===== src/rtl/pong_game_ctrl_if.sv =====
// Signal bundle between the pong game sequencer and the graph/text blocks.
// master drives the game events; slave (the controller) drives the status outputs.
interface pong_game_ctrl_if;
   logic       refr_tick;
   logic       start;
   logic       miss;
   logic       hit_left;
   logic       hit_right;
   logic       graph_still;
   logic       game_over;
   logic [1:0] state;
   logic [2:0] balls_left;
   logic [7:0] rally;
   logic [7:0] best_rally;

   modport master (
      output refr_tick, start, miss, hit_left, hit_right,
      input  graph_still, game_over, state, balls_left, rally, best_rally
   );

   modport slave (
      input  refr_tick, start, miss, hit_left, hit_right,
      output graph_still, game_over, state, balls_left, rally, best_rally
   );
endinterface


===== src/rtl/pong_game_ctrl.sv =====
// Pong game sequencer: new-game / play / re-serve / game-over phases, ball and rally tracking.
// Define PONG_CTRL_RALLY_EN to build the rally counter, best-rally register and hit detectors.
module pong_game_ctrl #(
   parameter int BALLS       = 3,
   parameter int DELAY_TICKS = 120
) (
   input  logic            clk,
   input  logic            reset,
   pong_game_ctrl_if.slave bus
);

   typedef enum logic [1:0] {
      NEWGAME = 2'b00,
      PLAY    = 2'b01,
      NEWBALL = 2'b10,
      OVER    = 2'b11
   } state_t;

   localparam logic [2:0] BALLS_INIT = 3'(BALLS);
   localparam logic [7:0] DELAY_INIT = 8'(DELAY_TICKS);

   state_t     state_r, state_n;
   logic [2:0] balls_r, balls_n;
   logic [7:0] timer_r, timer_n;
   logic       graph_still_r;
   logic       game_over_r;
   logic       start_q, miss_q;
   logic       start_rise, miss_rise;
   logic [7:0] rally_r, best_r;

   assign start_rise = bus.start & ~start_q;
   assign miss_rise  = bus.miss  & ~miss_q;

   // State, ball count, pause timer and the registered phase outputs
   always_ff @(posedge clk) begin
      if (!reset) begin
         state_r       <= NEWGAME;
         balls_r       <= BALLS_INIT;
         timer_r       <= 8'd0;
         graph_still_r <= 1'b1;
         game_over_r   <= 1'b0;
         start_q       <= 1'b0;
         miss_q        <= 1'b0;
      end else begin
         state_r       <= state_n;
         balls_r       <= balls_n;
         timer_r       <= timer_n;
         graph_still_r <= (state_n != PLAY);
         game_over_r   <= (state_n == OVER);
         start_q       <= bus.start;
         miss_q        <= bus.miss;
      end
   end

   always_comb begin
      state_n = state_r;
      balls_n = balls_r;
      timer_n = timer_r;
      case (state_r)
         NEWGAME: begin
            balls_n = BALLS_INIT;
            timer_n = 8'd0;
            if (start_rise) state_n = PLAY;
         end
         PLAY: begin
            if (miss_rise) begin
               balls_n = balls_r - 3'd1;
               timer_n = DELAY_INIT;
               state_n = (balls_r == 3'd1) ? OVER : NEWBALL;
            end
         end
         NEWBALL, OVER: begin
            // Pauses are counted in frames; the tick on the entry cycle never reaches here
            if (bus.refr_tick) begin
               if (timer_r <= 8'd1) begin
                  timer_n = 8'd0;
                  if (state_r == NEWBALL) begin
                     state_n = PLAY;
                  end else begin
                     state_n = NEWGAME;
                     balls_n = BALLS_INIT;
                  end
               end else begin
                  timer_n = timer_r - 8'd1;
               end
            end
         end
         default: state_n = NEWGAME;
      endcase
   end

`ifdef PONG_CTRL_RALLY_EN
   logic       hit_left_q, hit_right_q;
   logic       hit_rise;
   logic [7:0] rally_n, best_n;

   function automatic logic [7:0] bcd_inc_sat(input logic [7:0] v);
      logic [7:0] r;
      if (v == 8'h99)           r = v;
      else if (v[3:0] == 4'h9)  r = {v[7:4] + 4'h1, 4'h0};
      else                      r = {v[7:4], v[3:0] + 4'h1};
      return r;
   endfunction

   assign hit_rise = (bus.hit_left  & ~hit_left_q) |
                     (bus.hit_right & ~hit_right_q);

   always_ff @(posedge clk) begin
      if (!reset) begin
         hit_left_q  <= 1'b0;
         hit_right_q <= 1'b0;
         rally_r     <= 8'h00;
         best_r      <= 8'h00;
      end else begin
         hit_left_q  <= bus.hit_left;
         hit_right_q <= bus.hit_right;
         rally_r     <= rally_n;
         best_r      <= best_n;
      end
   end

   // A miss in the same cycle as a hit wins and the hit is dropped
   always_comb begin
      rally_n = rally_r;
      case (state_r)
         NEWGAME: rally_n = 8'h00;
         PLAY: begin
            if (miss_rise)     rally_n = 8'h00;
            else if (hit_rise) rally_n = bcd_inc_sat(rally_r);
         end
         default: rally_n = rally_r;
      endcase
      best_n = (rally_n > best_r) ? rally_n : best_r;
   end
`else
   logic unused_hits;
   assign unused_hits = bus.hit_left ^ bus.hit_right;
   assign rally_r     = 8'h00;
   assign best_r      = 8'h00;
`endif

   assign bus.state       = state_r;
   assign bus.graph_still = graph_still_r;
   assign bus.game_over   = game_over_r;
   assign bus.balls_left  = balls_r;
   assign bus.rally       = rally_r;
   assign bus.best_rally  = best_r;

endmodule


===== src/flat_wrapper.sv =====
// flat-port wrapper written by rule: the top's interface ports become plain ports
module pong_game_ctrl_flat 
#(
   parameter int BALLS       = 3,
   parameter int DELAY_TICKS = 120
)
  (clk, reset, bus_refr_tick, bus_start, bus_miss, bus_hit_left, bus_hit_right, bus_graph_still, bus_game_over, bus_state, bus_balls_left, bus_rally, bus_best_rally);
  pong_game_ctrl_if bus_i ();
  input  logic clk;
  input  logic reset;
  input wire logic [$bits(bus_i.refr_tick)-1:0] bus_refr_tick;
  input wire logic [$bits(bus_i.start)-1:0] bus_start;
  input wire logic [$bits(bus_i.miss)-1:0] bus_miss;
  input wire logic [$bits(bus_i.hit_left)-1:0] bus_hit_left;
  input wire logic [$bits(bus_i.hit_right)-1:0] bus_hit_right;
  output wire logic [$bits(bus_i.graph_still)-1:0] bus_graph_still;
  output wire logic [$bits(bus_i.game_over)-1:0] bus_game_over;
  output wire logic [$bits(bus_i.state)-1:0] bus_state;
  output wire logic [$bits(bus_i.balls_left)-1:0] bus_balls_left;
  output wire logic [$bits(bus_i.rally)-1:0] bus_rally;
  output wire logic [$bits(bus_i.best_rally)-1:0] bus_best_rally;
  assign bus_i.refr_tick = bus_refr_tick;
  assign bus_i.start = bus_start;
  assign bus_i.miss = bus_miss;
  assign bus_i.hit_left = bus_hit_left;
  assign bus_i.hit_right = bus_hit_right;
  assign bus_graph_still = bus_i.graph_still;
  assign bus_game_over = bus_i.game_over;
  assign bus_state = bus_i.state;
  assign bus_balls_left = bus_i.balls_left;
  assign bus_rally = bus_i.rally;
  assign bus_best_rally = bus_i.best_rally;
  pong_game_ctrl #(.BALLS(BALLS), .DELAY_TICKS(DELAY_TICKS)) u_core (.clk(clk), .reset(reset), .bus(bus_i));
endmodule

===== config.mk =====
export PLATFORM = sky130hd
export DESIGN_NAME = pong_game_ctrl_flat
export DESIGN_NICKNAME = d
export VERILOG_FILES = /design/src/rtl/pong_game_ctrl_if.sv /design/src/rtl/pong_game_ctrl.sv /design/src/flat_wrapper.sv
export SDC_FILE = /design/constraint.sdc
export NUM_CORES = 1
export LEC_CHECK = 0
export BUFFER_PORTS_ARGS = -buffer_cell sky130_fd_sc_hd__buf_2
export CORE_UTILIZATION = 30
export DETAILED_ROUTE_END_ITERATION = 7
export SLEW_MARGIN = 20
export SYNTH_ARGS = -nofsm -noshare
export SYNTH_HDL_FRONTEND = slang
export SYNTH_SLANG_ARGS = --single-unit

===== constraint.sdc =====
create_clock -name clk -period 3.7 [get_ports clk]
set_clock_uncertainty 0.2 [all_clocks]
set_input_delay 0.74 -clock clk [delete_from_list [all_inputs] [get_ports clk]]
set_output_delay 0.74 -clock clk [all_outputs]
set_load 0.03 [all_outputs]

==> results.sh <==
export IMPL_cp_required_ps=2760
export IMPL_cts_resized=0
export IMPL_gpl_final_weighted_congestion=0.754
export IMPL_syn_instance_count=123
export IMPL_first_pass_iters=4
export IMPL_initial_core_util=0.324
export IMPL_detail_route_iter0_violations=11
export IMPL_critical_path_arrival_ps=1100
export IMPL_total_negative_slack_ps=0
export IMPL_fin_crit_ps=2040
export IMPL_critPathTopFamily="flip-flops"
export IMPL_ys_async_sr_fraction=0
export IMPL_buffers_inverters_on_critical_path=1
export IMPL_avgSynthCellArea_um2=8.31
export IMPL_floorplan_die_area_um2=3650
export IMPL_io_pins=30
export IMPL_avgViaCountPerCell=4.55
export IMPL_grt_start_max_net_pins=16
export IMPL_cts_tree="done"
export IMPL_multi_input_comb_area_um2=579
export IMPL_hold_start="u_core.timer_r[1]"
export IMPL_worstReg2RegStart="u_core.timer_r[0]"
export IMPL_post_route_cells_drive_above_1_share=0.156
export IMPL_placeableCoreArea_um2=3150
export IMPL_dp_wirelength_mm=1.47
export IMPL_io_buffer_count=11
export IMPL_maxCapViolCount=0
export IMPL_flow_area_growth_from_synthesis_pct=6.36
export IMPL_routed_wirelength_mm=1.89
export IMPL_largest_driver_fanout_on_the_critical_path=11
export IMPL_track_usage=0.120
export IMPL_filler_cell_count=372
export IMPL_floorplan_die_width_um=60.4
export IMPL_antenna_diode_count=0
export IMPL_gr_usage_met3=0.0256
export IMPL_route_vias_total=815
export IMPL_globalRouteOverflowTotal=0
export IMPL_power_per_cell_area_nw_per_um2=385
export IMPL_antenna_found_initial=0
export IMPL_clock_sink_count=17
export IMPL_post_cts_setup_buffer_count=0
export IMPL_std_cell_rows=20
export IMPL_timing_final_setup_violations=0
export IMPL_setup_repair_after_global_routing_missed_its_margin="false"
export IMPL_yosys_register_bits=17
export IMPL_cts_hold_fix_buffers=0
export IMPL_worst_skew_pair_late_latency_ps=300
export IMPL_cts_htree_levels=1
export IMPL_yosysUniqueCellTypes=37
export IMPL_cts_buffers_inserted=3
export IMPL_critPathLaunchType="flop"
export IMPL_dpl_cell_area_um2=1060
export IMPL_setup_worst_path_start="u_core.bus.state[1]"
export IMPL_max_freq_ghz=0.491
export IMPL_grt_use_met1=0.132
export IMPL_cp_cell_sequence="buf_2"
export IMPL_critPathMaxStageDelay_ps=530
export IMPL_grt_pass1_vias=767
export IMPL_min_delay_path_class="reg -> reg"
export IMPL_fin_crit_sh=0.551
export IMPL_synthesis_yosys_warnings=0
export IMPL_endpoint_kind="primary output"
export IMPL_finalHoldViolCount=0
export IMPL_antenna_left=0
export IMPL_drt_drc_violations_left=0
export IMPL_grt_first_pass_wirelength_mm=3.20
export IMPL_status="completed"
export IMPL_route_detailed_wl_per_inst_um=10.6
export IMPL_critical_path_slowest_cell="sky130_fd_sc_hd__dfxtp_1"
export IMPL_worst_ir_drop_vdd_v=0.000197
export IMPL_grt_busiest_layer="met2"
export IMPL_leakage_uw=0.000481
export IMPL_finish_instance_area_um2=1090
export IMPL_longest_clk_path_bufs=2
export IMPL_synth_edff_count=0
export IMPL_regArea_um2=340
export IMPL_netlist_area_um2=1020
export IMPL_die_h_um=60.4
export IMPL_share_of_the_yosys_chip_area_belonging_to_registers=0.333
export IMPL_design_final_nets=147
export IMPL_critPathKind="reg -> out"
export IMPL_globalRouteMet2Util=0.217
export IMPL_path_clk_slew_ps=100
export IMPL_clock_root_buffer="sky130_fd_sc_hd__clkbuf_4"
export IMPL_synth_main_ff_cell="sky130_fd_sc_hd__dfxtp_1"
export IMPL_drv_slew=0
where the power goes:
group | switching (µW) | internal [µW] | total (µW) | leakage, µW
Sequential | 15.0 | 193 | 208 | 0.000139
Clock | 61.4 | 40.3 | 102 | 0.0000177
Combinational | 72.7 | 35.6 | 108 | 0.000324
Total | 149 | 269 | 418 | 0.000481
layout by cell type (no fill, tap or decap), types with 2 or more instances in the layout:
master	netlist	final
sky130_fd_sc_hd__nor2_1	11	11
sky130_fd_sc_hd__buf_2	1	11
sky130_fd_sc_hd__nand3_1	4	4
sky130_fd_sc_hd__o211ai_1	2	2
sky130_fd_sc_hd__ha_1	4	4
sky130_fd_sc_hd__o21ai_0	3	3
sky130_fd_sc_hd__o21ai_1	3	3
sky130_fd_sc_hd__inv_1	8	8
sky130_fd_sc_hd__nand2_1	8	8
sky130_fd_sc_hd__conb_1	1	16
sky130_fd_sc_hd__nor3_2	2	2
sky130_fd_sc_hd__o221a_1	4	4
sky130_fd_sc_hd__a31oi_1	2	2
sky130_fd_sc_hd__and2_1	5	5
sky130_fd_sc_hd__a21oi_1	10	10
sky130_fd_sc_hd__or3_1	2	2
sky130_fd_sc_hd__dfxtp_1	17	17
sky130_fd_sc_hd__clkbuf_4	0	3
sky130_fd_sc_hd__nor3_1	2	2
final cells by class:
class,count,area share
Inverter,8,0.0276
Tap cell,44,0.0506
Sequential cell,17,0.313
Timing Repair Buffer,11,0.0506
Clock inverter,1,0.00460
Multi-Input combinational cell,95,0.533
Clock buffer,3,0.0207
synthesized netlist by cell type, drive strengths merged, types with 4 or more instances:
| cell type | count | area, µm² |
|---|---|---|
| nand2 | 8 | 30.0 |
| buf | 17 | 125 |
| and2 | 5 | 31.3 |
| dfxtp | 17 | 340 |
| ha | 4 | 50.1 |
| a21oi | 10 | 50.1 |
| nor3 | 4 | 30.0 |
| inv | 8 | 30.0 |
| o221a | 4 | 45.0 |
| nor2 | 11 | 41.3 |
| o21ai | 6 | 30.0 |
| nand3 | 4 | 20.0 |
through the flow:
step | worst slack (ps) | util | power, µW | hold WS (ps) | cells
floorplan | 1810 | - | 312 | 254 | 138
detailed placement | 1550 | 0.336 | 321 | 271 | 175
CTS | 1650 | 0.345 | 423 | 290 | 179
global placement | 1580 | 0.336 | 318 | 273 | 175
global route | 1550 | 0.345 | 440 | 315 | 179
finish | 1660 | 0.345 | 418 | 292 | 179
kinds of logic (layout without fill, tap and decap cells):
kind of cell | count (synthesis) | in the layout | share of synthesized area
other cells | 1 | 16 | 0.00367
buf+inv | 26 | 23 | 0.155
fa+ha+maj | 4 | 4 | 0.0490
compound gates | 31 | 31 | 0.212
flops | 17 | 17 | 0.333
simple gates | 44 | 44 | 0.247
sequential cells by signal (all words and copies together), names as in the netlist:
register,flops
u_core.bus.game_over,1
u_core.bus.balls_left,3
u_core.timer_r,8
u_core.bus.graph_still,1
u_core.miss_q,1
u_core.bus.state,2
u_core.start_q,1
layer usage:
layer / share of wire / wire length [µm] / up-vias
li1: - / - / 424
met3: 0.025 / 48 / 5
met1: 0.47 / 884 / 372
met2: 0.49 / 924 / 14
met4: 0.019 / 36 / 0
met5: 0 / 0 / -
tightest hold or removal path: cells and delay by family (launching register included):
| family | cells | cell delay (ps) |
|---|---|---|
| compound gates | 1 | 50 |
| flops | 1 | 350 |
| simple gates | 1 | 60 |
worst paths after layout:
kind | endpoint | slack (ps) | cells after the start
worst min register to register | u_core.timer_r[1] | 290 | 2
worst max register to register | u_core.timer_r[1] | 1700 | 7
worst min-delay path | u_core.timer_r[1] | 290 | 2
worst max-delay path | bus_state[1] | 1660 | 1
Note: power is estimated with default switching activity, not from simulation.
